**src/rtl/gp_counter_if.sv**
```systemverilog
// Signal bundle between gp_counter_core and the logic that controls and reads it.
// presc_i exists only when GP_COUNTER_PRESCALER_EN is defined.
interface gp_counter_if #(
    parameter int WIDTH = 16
);
    logic             enable_i;
    logic             trigger_i;
    logic             capture_i;
    logic             dir_i;
    logic             mode_i;
    logic             load_i;
    logic [WIDTH-1:0] load_val_i;
    logic [WIDTH-1:0] period_i;
`ifdef GP_COUNTER_PRESCALER_EN
    logic [7:0]       presc_i;
`endif
    logic [WIDTH-1:0] count_o;
    logic             running_o;
    logic             tc_o;
    logic [WIDTH-1:0] capture_val_o;
    logic             capture_valid_o;
    logic             capture_ack_i;
    logic             capture_ovr_o;

    modport master (
        output enable_i, trigger_i, capture_i, dir_i, mode_i, load_i,
        output load_val_i, period_i, capture_ack_i,
`ifdef GP_COUNTER_PRESCALER_EN
        output presc_i,
`endif
        input  count_o, running_o, tc_o, capture_val_o, capture_valid_o, capture_ovr_o
    );

    modport slave (
        input  enable_i, trigger_i, capture_i, dir_i, mode_i, load_i,
        input  load_val_i, period_i, capture_ack_i,
`ifdef GP_COUNTER_PRESCALER_EN
        input  presc_i,
`endif
        output count_o, running_o, tc_o, capture_val_o, capture_valid_o, capture_ovr_o
    );
endinterface

```
**src/rtl/gp_counter_core.sv**
```systemverilog
// Up/down counter with programmable period, one-shot mode, terminal-count pulse and
// snapshot capture with valid/ack/overrun. Optional prescaler: GP_COUNTER_PRESCALER_EN.
module gp_counter_core #(
    parameter int WIDTH = 16
) (
    input  logic          clk_i,
    input  logic          rstn_i,
    gp_counter_if.slave   bus
);
    typedef enum logic [1:0] {IDLE, RUN, DONE} state_t;

    localparam logic [WIDTH-1:0] ONE = {{(WIDTH-1){1'b0}}, 1'b1};

    state_t           state, state_next;
    logic [WIDTH-1:0] count, count_next;
    logic             tc;
    logic [WIDTH-1:0] cap_val;
    logic             cap_valid;
    logic             cap_ovr;
    logic             accept;
    logic             advance;
    logic             at_term;

    // An accepted trigger: running, still enabled, and not overridden by a load.
    assign accept  = (state == RUN) && bus.enable_i && bus.trigger_i && !bus.load_i;
    assign at_term = bus.dir_i ? (count == '0) : (count == bus.period_i);

`ifdef GP_COUNTER_PRESCALER_EN
    logic [7:0] presc_cnt;

    assign advance = accept && (presc_cnt == bus.presc_i);

    always_ff @(posedge clk_i or negedge rstn_i) begin
        if (!rstn_i) begin
            presc_cnt <= '0;
        end else if (bus.load_i || state != RUN || state_next != RUN) begin
            presc_cnt <= '0;
        end else if (accept) begin
            presc_cnt <= (presc_cnt == bus.presc_i) ? 8'd0 : presc_cnt + 8'd1;
        end
    end
`else
    assign advance = accept;
`endif

    // NOTE: every combinational output gets a default first so no path can infer a latch.
    always_comb begin
        count_next = count;
        if (bus.load_i) begin
            count_next = bus.load_val_i;
        end else if (advance) begin
            if (!bus.dir_i) begin
                if (at_term) count_next = bus.mode_i ? bus.period_i : '0;
                else         count_next = count + ONE;
            end else begin
                if (at_term) count_next = bus.mode_i ? '0 : bus.period_i;
                else         count_next = count - ONE;
            end
        end
    end

    always_comb begin
        state_next = state;
        unique case (state)
            IDLE: if (bus.enable_i) state_next = RUN;
            RUN: begin
                if (!bus.enable_i)                        state_next = IDLE;
                else if (advance && at_term && bus.mode_i) state_next = DONE;
            end
            DONE: begin
                if (!bus.enable_i)   state_next = IDLE;
                else if (bus.load_i) state_next = RUN;
            end
            default: state_next = IDLE;
        endcase
    end

    // NOTE: sequential state uses non-blocking assignments so all registers update together.
    always_ff @(posedge clk_i or negedge rstn_i) begin
        if (!rstn_i) begin
            state <= IDLE;
            count <= '0;
            tc    <= 1'b0;
        end else begin
            state <= state_next;
            count <= count_next;
            tc    <= advance && at_term;
        end
    end

    // Snapshot takes the pre-update count; an ack in the same cycle frees the slot.
    always_ff @(posedge clk_i or negedge rstn_i) begin
        if (!rstn_i) begin
            cap_val   <= '0;
            cap_valid <= 1'b0;
            cap_ovr   <= 1'b0;
        end else begin
            if (bus.capture_ack_i) begin
                cap_valid <= 1'b0;
                cap_ovr   <= 1'b0;
            end
            if (bus.capture_i) begin
                if (!cap_valid || bus.capture_ack_i) begin
                    cap_val   <= count;
                    cap_valid <= 1'b1;
                end else begin
                    cap_ovr   <= 1'b1;
                end
            end
        end
    end

    assign bus.count_o         = count;
    assign bus.running_o       = (state == RUN);
    assign bus.tc_o            = tc;
    assign bus.capture_val_o   = cap_val;
    assign bus.capture_valid_o = cap_valid;
    assign bus.capture_ovr_o   = cap_ovr;
endmodule

```
**src/flat_wrapper.sv**
```systemverilog
// flat-port wrapper written by rule: the top's interface ports become plain ports
module gp_counter_core_flat 
#(
    parameter int WIDTH = 16
)
  (clk_i, rstn_i, bus_enable_i, bus_trigger_i, bus_capture_i, bus_dir_i, bus_mode_i, bus_load_i, bus_load_val_i, bus_period_i, bus_capture_ack_i, bus_count_o, bus_running_o, bus_tc_o, bus_capture_val_o, bus_capture_valid_o, bus_capture_ovr_o);
  gp_counter_if #(.WIDTH(WIDTH)) bus_i ();
  input  logic clk_i;
  input  logic rstn_i;
  input wire logic [$bits(bus_i.enable_i)-1:0] bus_enable_i;
  input wire logic [$bits(bus_i.trigger_i)-1:0] bus_trigger_i;
  input wire logic [$bits(bus_i.capture_i)-1:0] bus_capture_i;
  input wire logic [$bits(bus_i.dir_i)-1:0] bus_dir_i;
  input wire logic [$bits(bus_i.mode_i)-1:0] bus_mode_i;
  input wire logic [$bits(bus_i.load_i)-1:0] bus_load_i;
  input wire logic [$bits(bus_i.load_val_i)-1:0] bus_load_val_i;
  input wire logic [$bits(bus_i.period_i)-1:0] bus_period_i;
  input wire logic [$bits(bus_i.capture_ack_i)-1:0] bus_capture_ack_i;
  output wire logic [$bits(bus_i.count_o)-1:0] bus_count_o;
  output wire logic [$bits(bus_i.running_o)-1:0] bus_running_o;
  output wire logic [$bits(bus_i.tc_o)-1:0] bus_tc_o;
  output wire logic [$bits(bus_i.capture_val_o)-1:0] bus_capture_val_o;
  output wire logic [$bits(bus_i.capture_valid_o)-1:0] bus_capture_valid_o;
  output wire logic [$bits(bus_i.capture_ovr_o)-1:0] bus_capture_ovr_o;
  assign bus_i.enable_i = bus_enable_i;
  assign bus_i.trigger_i = bus_trigger_i;
  assign bus_i.capture_i = bus_capture_i;
  assign bus_i.dir_i = bus_dir_i;
  assign bus_i.mode_i = bus_mode_i;
  assign bus_i.load_i = bus_load_i;
  assign bus_i.load_val_i = bus_load_val_i;
  assign bus_i.period_i = bus_period_i;
  assign bus_i.capture_ack_i = bus_capture_ack_i;
  assign bus_count_o = bus_i.count_o;
  assign bus_running_o = bus_i.running_o;
  assign bus_tc_o = bus_i.tc_o;
  assign bus_capture_val_o = bus_i.capture_val_o;
  assign bus_capture_valid_o = bus_i.capture_valid_o;
  assign bus_capture_ovr_o = bus_i.capture_ovr_o;
  gp_counter_core #(.WIDTH(WIDTH)) u_core (.clk_i(clk_i), .rstn_i(rstn_i), .bus(bus_i));
endmodule
```
**config.mk**
```make
export PLATFORM = sky130hd
export DESIGN_NAME = gp_counter_core_flat
export DESIGN_NICKNAME = d
export VERILOG_FILES = /design/src/rtl/gp_counter_if.sv /design/src/rtl/gp_counter_core.sv /design/src/flat_wrapper.sv
export SDC_FILE = /design/constraint.sdc
export NUM_CORES = 1
export LEC_CHECK = 0
export ABC_CLOCK_PERIOD_IN_PS = 4700
export BUFFER_PORTS_ARGS = -buffer_cell sky130_fd_sc_hd__buf_2
export CORE_AREA = 2 2 74 76
export DETAILED_ROUTE_END_ITERATION = 10
export DIE_AREA = 0 0 76 78
export GPL_TIMING_DRIVEN = 0
export PLACE_DENSITY = 0.85
export SLEW_MARGIN = 20
export SYNTH_ARGS = -nofsm -noshare
export SYNTH_HDL_FRONTEND = slang
export SYNTH_SLANG_ARGS = --single-unit
```
**constraint.sdc**
```tcl
create_clock -name clk_i -period 4.7 [get_ports clk_i]
set_clock_uncertainty 0.1 [all_clocks]
set_input_delay 0 -clock clk_i [delete_from_list [all_inputs] [get_ports clk_i]]
set_output_delay 0 -clock clk_i [all_outputs]
set_load 0.02 [all_outputs]
```
# == Word-level counts from Yosys, hierarchy flattened ==
# Cells that the tools add are included.
# Widths: inputs -> output; s select.
# totals
n_memories,0
out_inout_bits,36
latchBits,0
elab_cells,47
mem_bits_ro,0
input_bits,41
ff_bits,37
ram_bits,0
# classes
n_shift,0
div_mod_pow,0
mul,0
eq_ne,6
bitwise_logic,0
n_reduce_logical,13
n_addsub,2
mux,20
magnitude_cmp,0
# op_table
operator,count
$mux 16,7
$add 16x1->16 const B,1
$eq 16x16->1,1
$logic_not 16->1,1
$sub 16x1->16 const B,1
$mux 2,5
$mux 1,7
$pmux 2 s3,1
$logic_and 1x1->1,5
$ne 3x2->1 const B,1
$ne 3x3->1 const B,1
$reduce_and 3->1,1
$eq 2x1->1 const B,1
$eq 2x2->1 const B,1
$logic_not 1->1,2
$logic_not 2->1,1
$ne 2x2->1 const B,1
$reduce_and 2->1,1
$reduce_bool 2->1,1
$logic_or 1x1->1,1

# == Longest topological paths before layout ==
# depth
depth_word,9
depth_mapped,9
mapped_depth_nobuf,7

# == Worst setup path before layout ==
# No wires, ideal clock.
# synth_timing
kind,reg2reg
from,"register u_core.count[5], in the netlist u_core.bus.count_o[5]"
to,"register u_core.count[11], in the netlist u_core.bus.count_o[11]"
t_required_ps,4465
stages_incl_launch_ff,8
period_less_slack_ps,2467
arrival_time_ps,2232
path_buffers,1
slack_ps,2233
setup_time_ps,135
path_cell_list,dfrtp_1 -> buf_2 -> or4_1 -> nor3_2 -> or4b_1 -> and3_1 -> o211ai_1 -> o211ai_1
# synth_via
elab_chain_cells,6
elab_cells_between_ends,10
classes_between,add/sub: 2; eq/ne: 1; mux: 6; reduce/logical: 1
# synth_rtl
element,line_no,source
start: declaration,gp_counter_core.sv:15,"logic [WIDTH-1:0] count, count_next;"
start signal: assignment,gp_counter_core.sv:86,count <= count_next;
branches (longest 3 deep; another with $add 16x1->16),n/a,
$mux 16 (*),gp_counter_core.sv:52,if (!bus.dir_i) begin
$mux 16 (*),gp_counter_core.sv:51,end else if (advance) begin
$mux 16 (*),gp_counter_core.sv:49,if (bus.load_i) begin
# Mark *: on every way between the ends. The select of a mux whose other input is x is not followed.
# A chain may end at the register's enable or synchronous reset.

# == Final worst setup path ==
# layout_timing
from,"register u_core.count[5], in the netlist u_core.bus.count_o[5]"
to,"register u_core.count[15], in the netlist u_core.bus.count_o[15]"
# Same word-level chain as after synthesis.

==> summary.md <==
| Metric | Value |
|---|---|
| Cts hold-fix bufs | `28` |
| Vias | `2926` |
| Ports | `77` |
| DR pass1 iterations | `5` |
| Post-Route WL | `8530 microns` |
| #FFs+latches synth | `37` |
| Fillcell total | `407` |
| Post-route DRC | `0` |
| # diodes | `0` |
| Fmax | `0.286 GHz` |
| RSZ-0062 raised after global routing | `no` |
| Die area | `5930 sq um` |
| Critical path capture point type | `flop` |
| Status | `completed` |
| Commonest cells after routing, fill and taps aside | `buf_2, dfrtp_1, dlygate4sd3_1` |
| # clock sinks | `37` |
| Top cell type's share of synthesized area | `33.7%` |
| GR Util met3 | `5.12%` |
| Setup TNS | `0 ps` |
| Layout area overhead | `30.3%` |
| Post-Syn Instances | `308` |
| Final nets | `461` |
| Register Area | `926 sq um` |
| GR Util met1 | `37.2%` |
| Share of flip-flops with an asynchronous set or reset | `100%` |
| Initial Utilization | `54.5%` |
| CP Launch Type | `flop` |
| DR WL/cell | `17.5 microns` |
| Place WS | `1910 ps` |
| Port buffer count | `74` |
| Core area | `5040 sq um` |
| Maximum vdd drop | `239 uV` |
| Initial antenna violation count | `0` |
| Worst-Skew Late Latency | `300 ps` |
| Area of the multi-input gates | `1680 sq um` |
| PostCTS Resize Cnt | `0` |
| Grt ovf | `0` |
| Die height | `78 microns` |
| Post-synthesis sequential area ratio | `33.7%` |
| Leakage power total | `1.48 nW` |
| Most used DFF post-synth | `dfrtp_1` |
| GRT busiest layer | `met2` |
| Crit Path Class | `flop to flop` |
| Final setup fails | `0` |
| CP Max Fanout | `10` |
| Avg Inst Size Synth | `8.93 sq um` |
| Period utilization | `74.3%` |
| Final setup margin | `1210 ps` |
| Type of the tightest min-delay check | `primary input to flop` |
| Post-CTS setup buffer count | `0` |
| Ys Warns | `0` |
| Max_slew headroom | `24.7%` |
| TritonCTS Buffers | `5` |
| Final Hold Vio Count | `0` |
| Syn_nets | `352` |
| Final RePlAce weighted congestion | `0.928` |
| Post-route cell area | `3580 sq um` |
| Overall Power | `1.00 mW` |
| Worst-case hold slack | `38.4 ps` |
| Synth cell types | `60` |
| Reg2reg setup slack | `1210 ps` |
| Synth Cell Area | `2750 sq um` |
| Clock root buffer | `clkbuf_8` |
| Area leader, netlist | `dfrtp_1` |
| Commonest non-fill, non-tap cell in the layout | `buf_2` |
| Worst-Margin Slew | `1120 ps` |
| Cell Area, Placed | `3210 sq um` |
| Largest net degree at the start of global routing | `38` |
| Max Slew Vio Count | `0` |
| Worst-path clk slew | `90 ps` |
| Share of cells above drive strength 1 | `26.8%` |
| EDFF count, synth | `0` |
| Vias in the first global route | `2760` |
| Post-route ant nets | `0` |
| Clock tree from TritonCTS | `built` |
| Initial DRC count | `198` |
| First-pass GRT wire length | `13400 microns` |
| GRT met2 Usage | `49.7%` |
| Pwr Density | `280 nW/um^2` |
| Num rows | `26` |
| Critical path arrival | `3580 ps` |
| Min cycle time layout | `3490 ps` |
| CTS H-tree lvls | `2` |
| Synth area leaders | `dfrtp_1, xnor2_1, mux2_2` |
| Via/cell ratio | `6.00` |
| Dpl hpwl | `6020 microns` |
| DIE WIDTH | `76 microns` |
| GR Util All Layers | `28.8%` |
| Clock Path Buffers | `2` |
| Max Cap Viol | `0` |
| Req. time, crit path | `4780 ps` |
==> cells in the mapped netlist (2+ instances only) <==
cell and number:
dfrtp_1 37, nand2_1 26, xnor2_1 22, clkbuf_1 21, nand3_1 20, mux2_2 14, xor2_1 12, a21oi_1 11
nand2b_1 11, nor2_1 11, nand4_1 8, o211ai_1 7, o21ai_0 7, a22oi_1 6, inv_1 6, buf_2 5
nor3_1 5, o221ai_1 5, o22ai_1 5, mux2i_1 4, nand3b_1 4, nor3b_1 4, nor4_1 4, o22a_1 4
a31oi_1 3, ha_1 3, a211oi_1 2, a221oi_1 2, a32oi_1 2, and2_1 2, and3_1 2, nor2b_1 2
o21ai_1 2, o32ai_1 2, or3_1 2
==> worst paths after layout <==
check                                                           end  cells past startpoint                                     from
setup / recovery                 u_core.bus.count_o[15]$_DFFE_PN0P_                      9        u_core.bus.count_o[5]$_DFFE_PN0P_
hold / removal                    u_core.bus.count_o[2]$_DFFE_PN0P_                      4                          bus_period_i[2]
setup reg to reg                 u_core.bus.count_o[15]$_DFFE_PN0P_                      9        u_core.bus.count_o[5]$_DFFE_PN0P_
hold reg to reg             u_core.bus.capture_val_o[0]$_DFFE_PN0P_                      2  u_core.bus.capture_val_o[0]$_DFFE_PN0P_
max in group asynchronous         u_core.bus.count_o[7]$_DFFE_PN0P_                      2                                   rstn_i
min in group asynchronous  u_core.bus.capture_val_o[11]$_DFFE_PN0P_                      2                                   rstn_i
==> per-layer routing <==
| layer | part of all wire, % | up-vias |
|---|---|---|
| li1 | - | 1355 |
| met1 | 44 | 1417 |
| met2 | 48 | 137 |
| met3 | 6.3 | 17 |
| met4 | 1.5 | 0 |
| met5 | 0 | - |
==> layout make-up <==
class / count / share of cell area [%]
Clock inverter: 3 / 0.699
Timing Repair Buffer: 102 / 18.2
Sequential cell: 37 / 25.8
Tap cell: 70 / 2.44
Buffer: 29 / 3.53
Multi-Input combinational cell: 236 / 46.8
Clock buffer: 5 / 1.92
Inverter: 6 / 0.629
==> cell families after synthesis <==
logic type,count (synthesis),share of synthesized area (%)
buffers and inverters,35,5.41
flip-flops,37,33.7
AND/OR/NAND/NOR,115,24.3
multiplexers,19,7.60
AO/OA/AOI/OAI,65,16.8
adder cells (fa/ha/maj),3,1.37
XOR/XNOR,34,10.8
==> report_power, final <==
part,switching (mW),total [mW],internal [mW],leakage (nW)
logic,0.218,0.374,0.155,0.995
clock network,0.132,0.240,0.108,0.0452
registers,0.0271,0.388,0.361,0.437
==> through the flow <==
| stage | std cells | utilization [%] |
|---|---|---|
| 2_1_floorplan | 308 | - |
| 3_3_place_gp | 452 | 63.6 |
| 3_5_place_dp | 452 | 63.6 |
| 4_1_cts | 488 | 71.0 |
| 5_1_grt | 488 | 71.0 |
| 6_report | 488 | 71.0 |
==> critical path, stage by stage (launching register included) <==
cell	delay (ps)
dfrtp_1	380
buf_2	180
nor4_1	950
and4b_4	430
a21oi_2	90
buf_2	240
buf_2	220
nand3_1	90
o211ai_1	110
dlygate4sd3_1	580
==> registers in the layout (all words and copies together), names as in the netlist <==
| name | cells |
|---|---|
| u_core.bus.capture_val_o | 16 |
| u_core.bus.capture_ovr_o | 1 |
| u_core.bus.tc_o | 1 |
| u_core.bus.capture_valid_o | 1 |
| u_core.state | 2 |
| u_core.bus.count_o | 16 |
Power figures use the tool's default switching activity.
